File: src/rtl/iq_pkg.sv
// iq_pkg: shared definitions for the IQ merge serializer.
// Holds the FSM state encoding and a constant ceil(log2) helper used to size
// the sample and bit-index counters.
package iq_pkg;

  typedef enum logic [1:0] {
    IDLE  = 2'd0,
    ALIGN = 2'd1,
    RUN   = 2'd2
  } state_t;

  // Number of bits needed to count 0..n-1 (ceil(log2(n))), for n >= 2.
  function automatic int ceil_log2(input int n);
    int r;
    int v;
    r = 0;
    v = n - 1;
    while (v > 0) begin
      r = r + 1;
      v = v >> 1;
    end
    return r;
  endfunction

endpackage

File: src/rtl/iq_merge_bit_timer.sv
// bit_timer: per-symbol timing for the IQ serializer.
// Counts SAMPLE cycles per bit and 2*BPC bits per symbol.
// Ports:
//   clk          system clock, rising edge
//   rst          synchronous active-high reset
//   clear        return both counters to zero (load, resync, leaving RUN)
//   run          advance the counters this cycle
//   last_sample  sample counter is at SAMPLE-1
//   last_bit     bit index is at 2*BPC-1
module bit_timer
  import iq_pkg::*;
#(
  parameter int SAMPLE = 100,
  parameter int BPC    = 1
) (
  input  logic clk,
  input  logic rst,
  input  logic clear,
  input  logic run,
  output logic last_sample,
  output logic last_bit
);

  localparam int SW = ceil_log2(SAMPLE);
  localparam int BW = ceil_log2(2 * BPC);
  localparam logic [SW-1:0] SMP_LAST = SW'(SAMPLE - 1);
  localparam logic [BW-1:0] BIT_LAST = BW'(2 * BPC - 1);

  logic [SW-1:0] smp;
  logic [BW-1:0] bidx;

  assign last_sample = (smp == SMP_LAST);
  assign last_bit    = (bidx == BIT_LAST);

  always_ff @(posedge clk) begin
    if (rst || clear) begin
      smp  <= '0;
      bidx <= '0;
    end else if (run) begin
      if (last_sample) begin
        smp  <= '0;
        bidx <= last_bit ? '0 : bidx + 1'b1;
      end else begin
        smp <= smp + 1'b1;
      end
    end
  end

endmodule

File: src/rtl/iq_merge.sv
// iq_merge: serializes decided I/Q symbol bits into one demodulated bit stream.
// Each symbol yields 2*BPC bits, each held SAMPLE cycles, MSB first; Q bits
// lead unless IQ_FIRST=1.
// Ports:
//   clk         system clock, rising edge
//   rst         synchronous active-high reset
//   en          level enable; low returns to IDLE with outputs cleared
//   sym_valid   one-cycle pulse: new symbol on sample_d_I / sample_d_Q
//   sample_d_I  decided I bits
//   sample_d_Q  decided Q bits
//   demo_ser_o  serial bit stream
//   ser_valid   demo_ser_o carries symbol data
//   bit_strobe  first cycle of each output bit
//   sync_err    one-cycle pulse on resync or underrun
//
// state | meaning
// IDLE  | disabled, outputs low
// ALIGN | enabled, waiting for the first/next sym_valid
// RUN   | shifting out the loaded symbol
module iq_merge
  import iq_pkg::*;
#(
  parameter int SAMPLE   = 100,
  parameter int BPC      = 1,
  parameter int IQ_FIRST = 0
) (
  input  logic           clk,
  input  logic           rst,
  input  logic           en,
  input  logic           sym_valid,
  input  logic [BPC-1:0] sample_d_I,
  input  logic [BPC-1:0] sample_d_Q,
  output logic           demo_ser_o,
  output logic           ser_valid,
  output logic           bit_strobe,
  output logic           sync_err
);

  localparam int FW = 2 * BPC;

  state_t        state;
  logic [FW-1:0] sreg;
  logic [FW-1:0] load_vec;
  logic          last_sample;
  logic          last_bit;
  logic          frame_end;
  logic          timer_clear;
  logic          timer_run;

  assign load_vec  = (IQ_FIRST != 0) ? {sample_d_I, sample_d_Q}
                                     : {sample_d_Q, sample_d_I};
  assign frame_end = last_sample && last_bit;

  // Counters sit at zero outside RUN and restart on every (re)load.
  assign timer_clear = !en || (state != RUN) || sym_valid;
  assign timer_run   = en && (state == RUN);

  bit_timer #(
    .SAMPLE(SAMPLE),
    .BPC   (BPC)
  ) u_bit_timer (
    .clk        (clk),
    .rst        (rst),
    .clear      (timer_clear),
    .run        (timer_run),
    .last_sample(last_sample),
    .last_bit   (last_bit)
  );

  // The shift register MSB is the serial output, so it is cleared whenever
  // the stream must read 0.
  assign demo_ser_o = sreg[FW-1];

  always_ff @(posedge clk) begin
    if (rst) begin
      state      <= IDLE;
      sreg       <= '0;
      ser_valid  <= 1'b0;
      bit_strobe <= 1'b0;
      sync_err   <= 1'b0;
    end else begin
      bit_strobe <= 1'b0;
      sync_err   <= 1'b0;
      if (!en) begin
        state     <= IDLE;
        sreg      <= '0;
        ser_valid <= 1'b0;
      end else begin
        case (state)
          IDLE: state <= ALIGN;
          ALIGN: begin
            if (sym_valid) begin
              sreg       <= load_vec;
              ser_valid  <= 1'b1;
              bit_strobe <= 1'b1;
              state      <= RUN;
            end
          end
          RUN: begin
            if (sym_valid) begin
              // On the frame's last cycle this is a seamless reload;
              // anywhere else it abandons the current symbol.
              sreg       <= load_vec;
              bit_strobe <= 1'b1;
              sync_err   <= !frame_end;
            end else if (frame_end) begin
              sreg      <= '0;
              ser_valid <= 1'b0;
              sync_err  <= 1'b1;
              state     <= ALIGN;
            end else if (last_sample) begin
              sreg       <= sreg << 1;
              bit_strobe <= 1'b1;
            end
          end
          default: begin
            state     <= IDLE;
            sreg      <= '0;
            ser_valid <= 1'b0;
          end
        endcase
      end
    end
  end

endmodule

File: config.mk
export PLATFORM = sky130hd
export DESIGN_NAME = iq_merge
export DESIGN_NICKNAME = d
export VERILOG_FILES = /design/src/rtl/iq_pkg.sv /design/src/rtl/iq_merge_bit_timer.sv /design/src/rtl/iq_merge.sv
export SDC_FILE = /design/constraint.sdc
export NUM_CORES = 1
export LEC_CHECK = 0
export BUFFER_PORTS_ARGS = -buffer_cell sky130_fd_sc_hd__buf_2
export CORE_MARGIN = 4
export CORE_UTILIZATION = 25
export DETAILED_ROUTE_END_ITERATION = 8
export PLACE_DENSITY = 0.44
export SYNTH_ARGS = -nofsm -noshare
export SYNTH_HDL_FRONTEND = slang
export SYNTH_SLANG_ARGS = --single-unit
File: constraint.sdc
create_clock -name clk -period 2.1 [get_ports clk]
set_input_delay 0.315 -clock clk [delete_from_list [all_inputs] [get_ports clk]]
set_output_delay 0.315 -clock clk [all_outputs]
set_load 0.1 [all_outputs]
==> flow_summary.ini <==
[logic_synthesis]
synthTopCellsByArea = dfxtp_1 39%, ha_1 8.2%, nor2_1 6.9%
yosys.area.top_type = dfxtp_1
syn_inst = 92
syn_area_per_cell_um2 = 8.34
ys.flop_type = dfxtp_1
synth_edf_count = 0
synth_top_cell_area_share_pct = 39.2
synth_adder_area_share_pct = 8.16
yosys.area_share.simple_pct = 28.2
yosysSeqAreaShare_pct = 39.2
syn-num-nets = 103
synth_top_family_by_area = simple AND/OR/NAND/NOR gates
synth_mux_area_share_pct = 0
ys_types = 29
synthArstFlopShare_pct = 0
synth_compound_area_share_pct = 11.9
ys_seq_elements = 15
yosys_warnings = 0
synthesis.area_um2 = 767
synth-xor-area-share_pct = 9.14

[die]
rows = 19
ios = 10
die_w_um = 63.4
die_area_um2 = 4020
core_area_um2 = 2850
die_height_um = 63.4
start_util_pct = 26.9

[routing]
drc = 0
wl_met3_um = 69
top_layer_used = met4
antenna_left = 0
via_per_inst = 4.83
drt_iter0_drc = 31
firstDrtPassIters = 4
drt-met1-wl_um = 813
vias = 652
wire_per_inst_um = 12.0
routed_wl_mm = 1.62
routed-wl-met2_um = 719

[clock_tree]
path_clk_slew_ns = 0.09
cts.sinks = 15
postCtsResizedCells = 0
root_buffer = clkbuf_4
worst_skew_pair.late_latency_ns = 0.29
holdBufCountCts = 0
max-clock-path-buffers = 2
cts_htree_levels = 1
postCtsSetupBuffers = 0
cts_tree = done
cts-buffers-inserted = 3

[power]
p_leak_nw = 0.328
vdd_ir_drop_max_mv = 0.260
powerDensity_nw_per_um2 = 572

[cells_and_area]
layout-drive-gt1-share_pct = 13.5
antenna_cells = 0
fin_util_pct = 30.8
nNetsFinal = 116
nFillCells = 316
fin_area_um2 = 878
syn2layout_area_growth_pct = 14.5

[critical_path]
critPathArrivalTime_ns = 2.19
crit_start = u_bit_timer.smp[4]
path_max_fanout = 5
r2r-start = u_bit_timer.smp[4]
timing.critical_path.to = state[0]
r2r_slack_ns = 0.13
critPathCaptureType = flip-flop
startpoint_type = flip-flop
critPathKind = reg2reg
r2r_cells = 4
cp.required_ns = 2.32
r2r_end = state[0]

[place]
gp_routability_congestion = 0.761
placed_area_um2 = 851
portBuffers = 9
place_hpwl_mm = 1.25

[global_route]
grt_max_degree = 13
grt_pass1_vias = 653
grt_pass1_wl_mm = 2.82
gr-usage-all-layers_pct = 8.89
antenna_found_initial = 0
grt_remaining_overflow = 0

[sta]
worstMarginPinSlew_ns = 0.518
post-route-period-util_pct = 93.8
finalSetupTns_ns = 0
fmax_ghz = 0.508
clock_skew_ns = 0.00254
slew_viol_final = 0
min_period_ns = 1.97
hold_violations = 0
finalHoldWorstSlack_ns = 0.349
setup_viol = 0
relSlewSlack_pct = 65.0
grt_setup_unrepaired = false

[outcome]
status = finished clean

[run]
maxCapViolations = 0

[worst_hold_path]
hold_class = in2reg
state kept, by name, summed over array words and instances (netlist names):
register and flops:
u_bit_timer.smp 7, u_bit_timer.last_bit 1, state 2, sreg 2, bit_strobe 1, sync_err 1
ser_valid 1
area by class of cell:
cell class	count	area (um^2)	area share, %
clock buffer	3	22.5	2.56
clock inverter	1	5.00	0.570
inverter	5	18.8	2.14
multi-input combinational	70	440	50.1
sequential	15	300	34.2
tap	31	38.8	4.42
timing repair buffer	10	52.6	5.98
kinds of logic (layout without fill, tap and decap cells):
logic type / count (synthesis) / count (layout)
and+or+nand+nor: 43 / 43
xor gates and xnor gates: 8 / 8
adders and majority gates: 5 / 5
buffers and inverters: 7 / 19
AOI/OAI and AO/OA: 14 / 14
DFF: 15 / 15
stage by stage:
step                setup WS (ns)  std cells  power, mW
floorplan                   0.242         92      0.325
global placement            0.193        131      0.340
CTS                         0.116        135      0.513
global route               0.0236        135      0.528
detailed placement          0.154        131      0.341
finish                      0.131        135      0.502
power breakdown:
group | total, mW | internal, mW | leakage [nW] | switching [mW]
Clock | 0.168 | 0.0708 | 0.0177 | 0.0977
Sequential | 0.288 | 0.286 | 0.121 | 0.00188
Combinational | 0.0456 | 0.0180 | 0.189 | 0.0276
Total | 0.502 | 0.375 | 0.328 | 0.127
synthesized netlist by cell type, types with 2 or more instances:
library cell,count
xor2_1,4
xnor2_1,4
clkbuf_1,2
nand2_1,8
and2_1,2
inv_1,5
nor2_1,14
ha_1,5
a21oi_1,6
nor3_1,4
nand3_1,4
nor2b_1,2
o21ai_0,2
dfxtp_1,15
worst max-delay path, stage by stage, from the launching register on:
cell	delay, ns
dfxtp_1	0.36
or4b_1	0.55
o31a_1	0.33
or4_1	0.51
a21oi_1	0.15
routing by layer:
layer  up-vias  track usage, %
met4         0            2.43
met3         2            3.73
li1        339               -
met1       299            11.1
met5         -               0
met2        12            14.0
cells in the final DEF (no fill, tap or decap):
cell and n:
dfxtp_1 15, a32oi_1 1, xor2_1 4, buf_4 1, clkbuf_4 3, o21ai_0 2
nand3b_1 1, nor2b_1 2, nand2_1 8, or3_1 1, and3_1 1, a221oi_1 1
nor2_1 14, or4_1 1, xnor2_1 4, o31a_1 1, or4b_1 1, clkinv_2 1
o31ai_1 1, ha_1 5, inv_1 5, nor3_1 4, o32a_1 1, nor4b_1 1
buf_2 9, o21a_1 1, and2_1 2, nand3_1 4, nor4bb_1 1, nand4_1 1
a21oi_1 6, nand2b_1 1
how the worst min path moves through the flow:
stage | start | to | depth (start not counted)
floorplan | sreg[0] | sreg[0] | 2
finish | rst | sreg[1] | 4
CTS | rst | sreg[1] | 4
global route | sample_d_I | sreg[0] | 4
detailed placement | sreg[0] | sreg[0] | 2
global placement | sreg[0] | sreg[0] | 2
(Power assumes the default switching activity.)
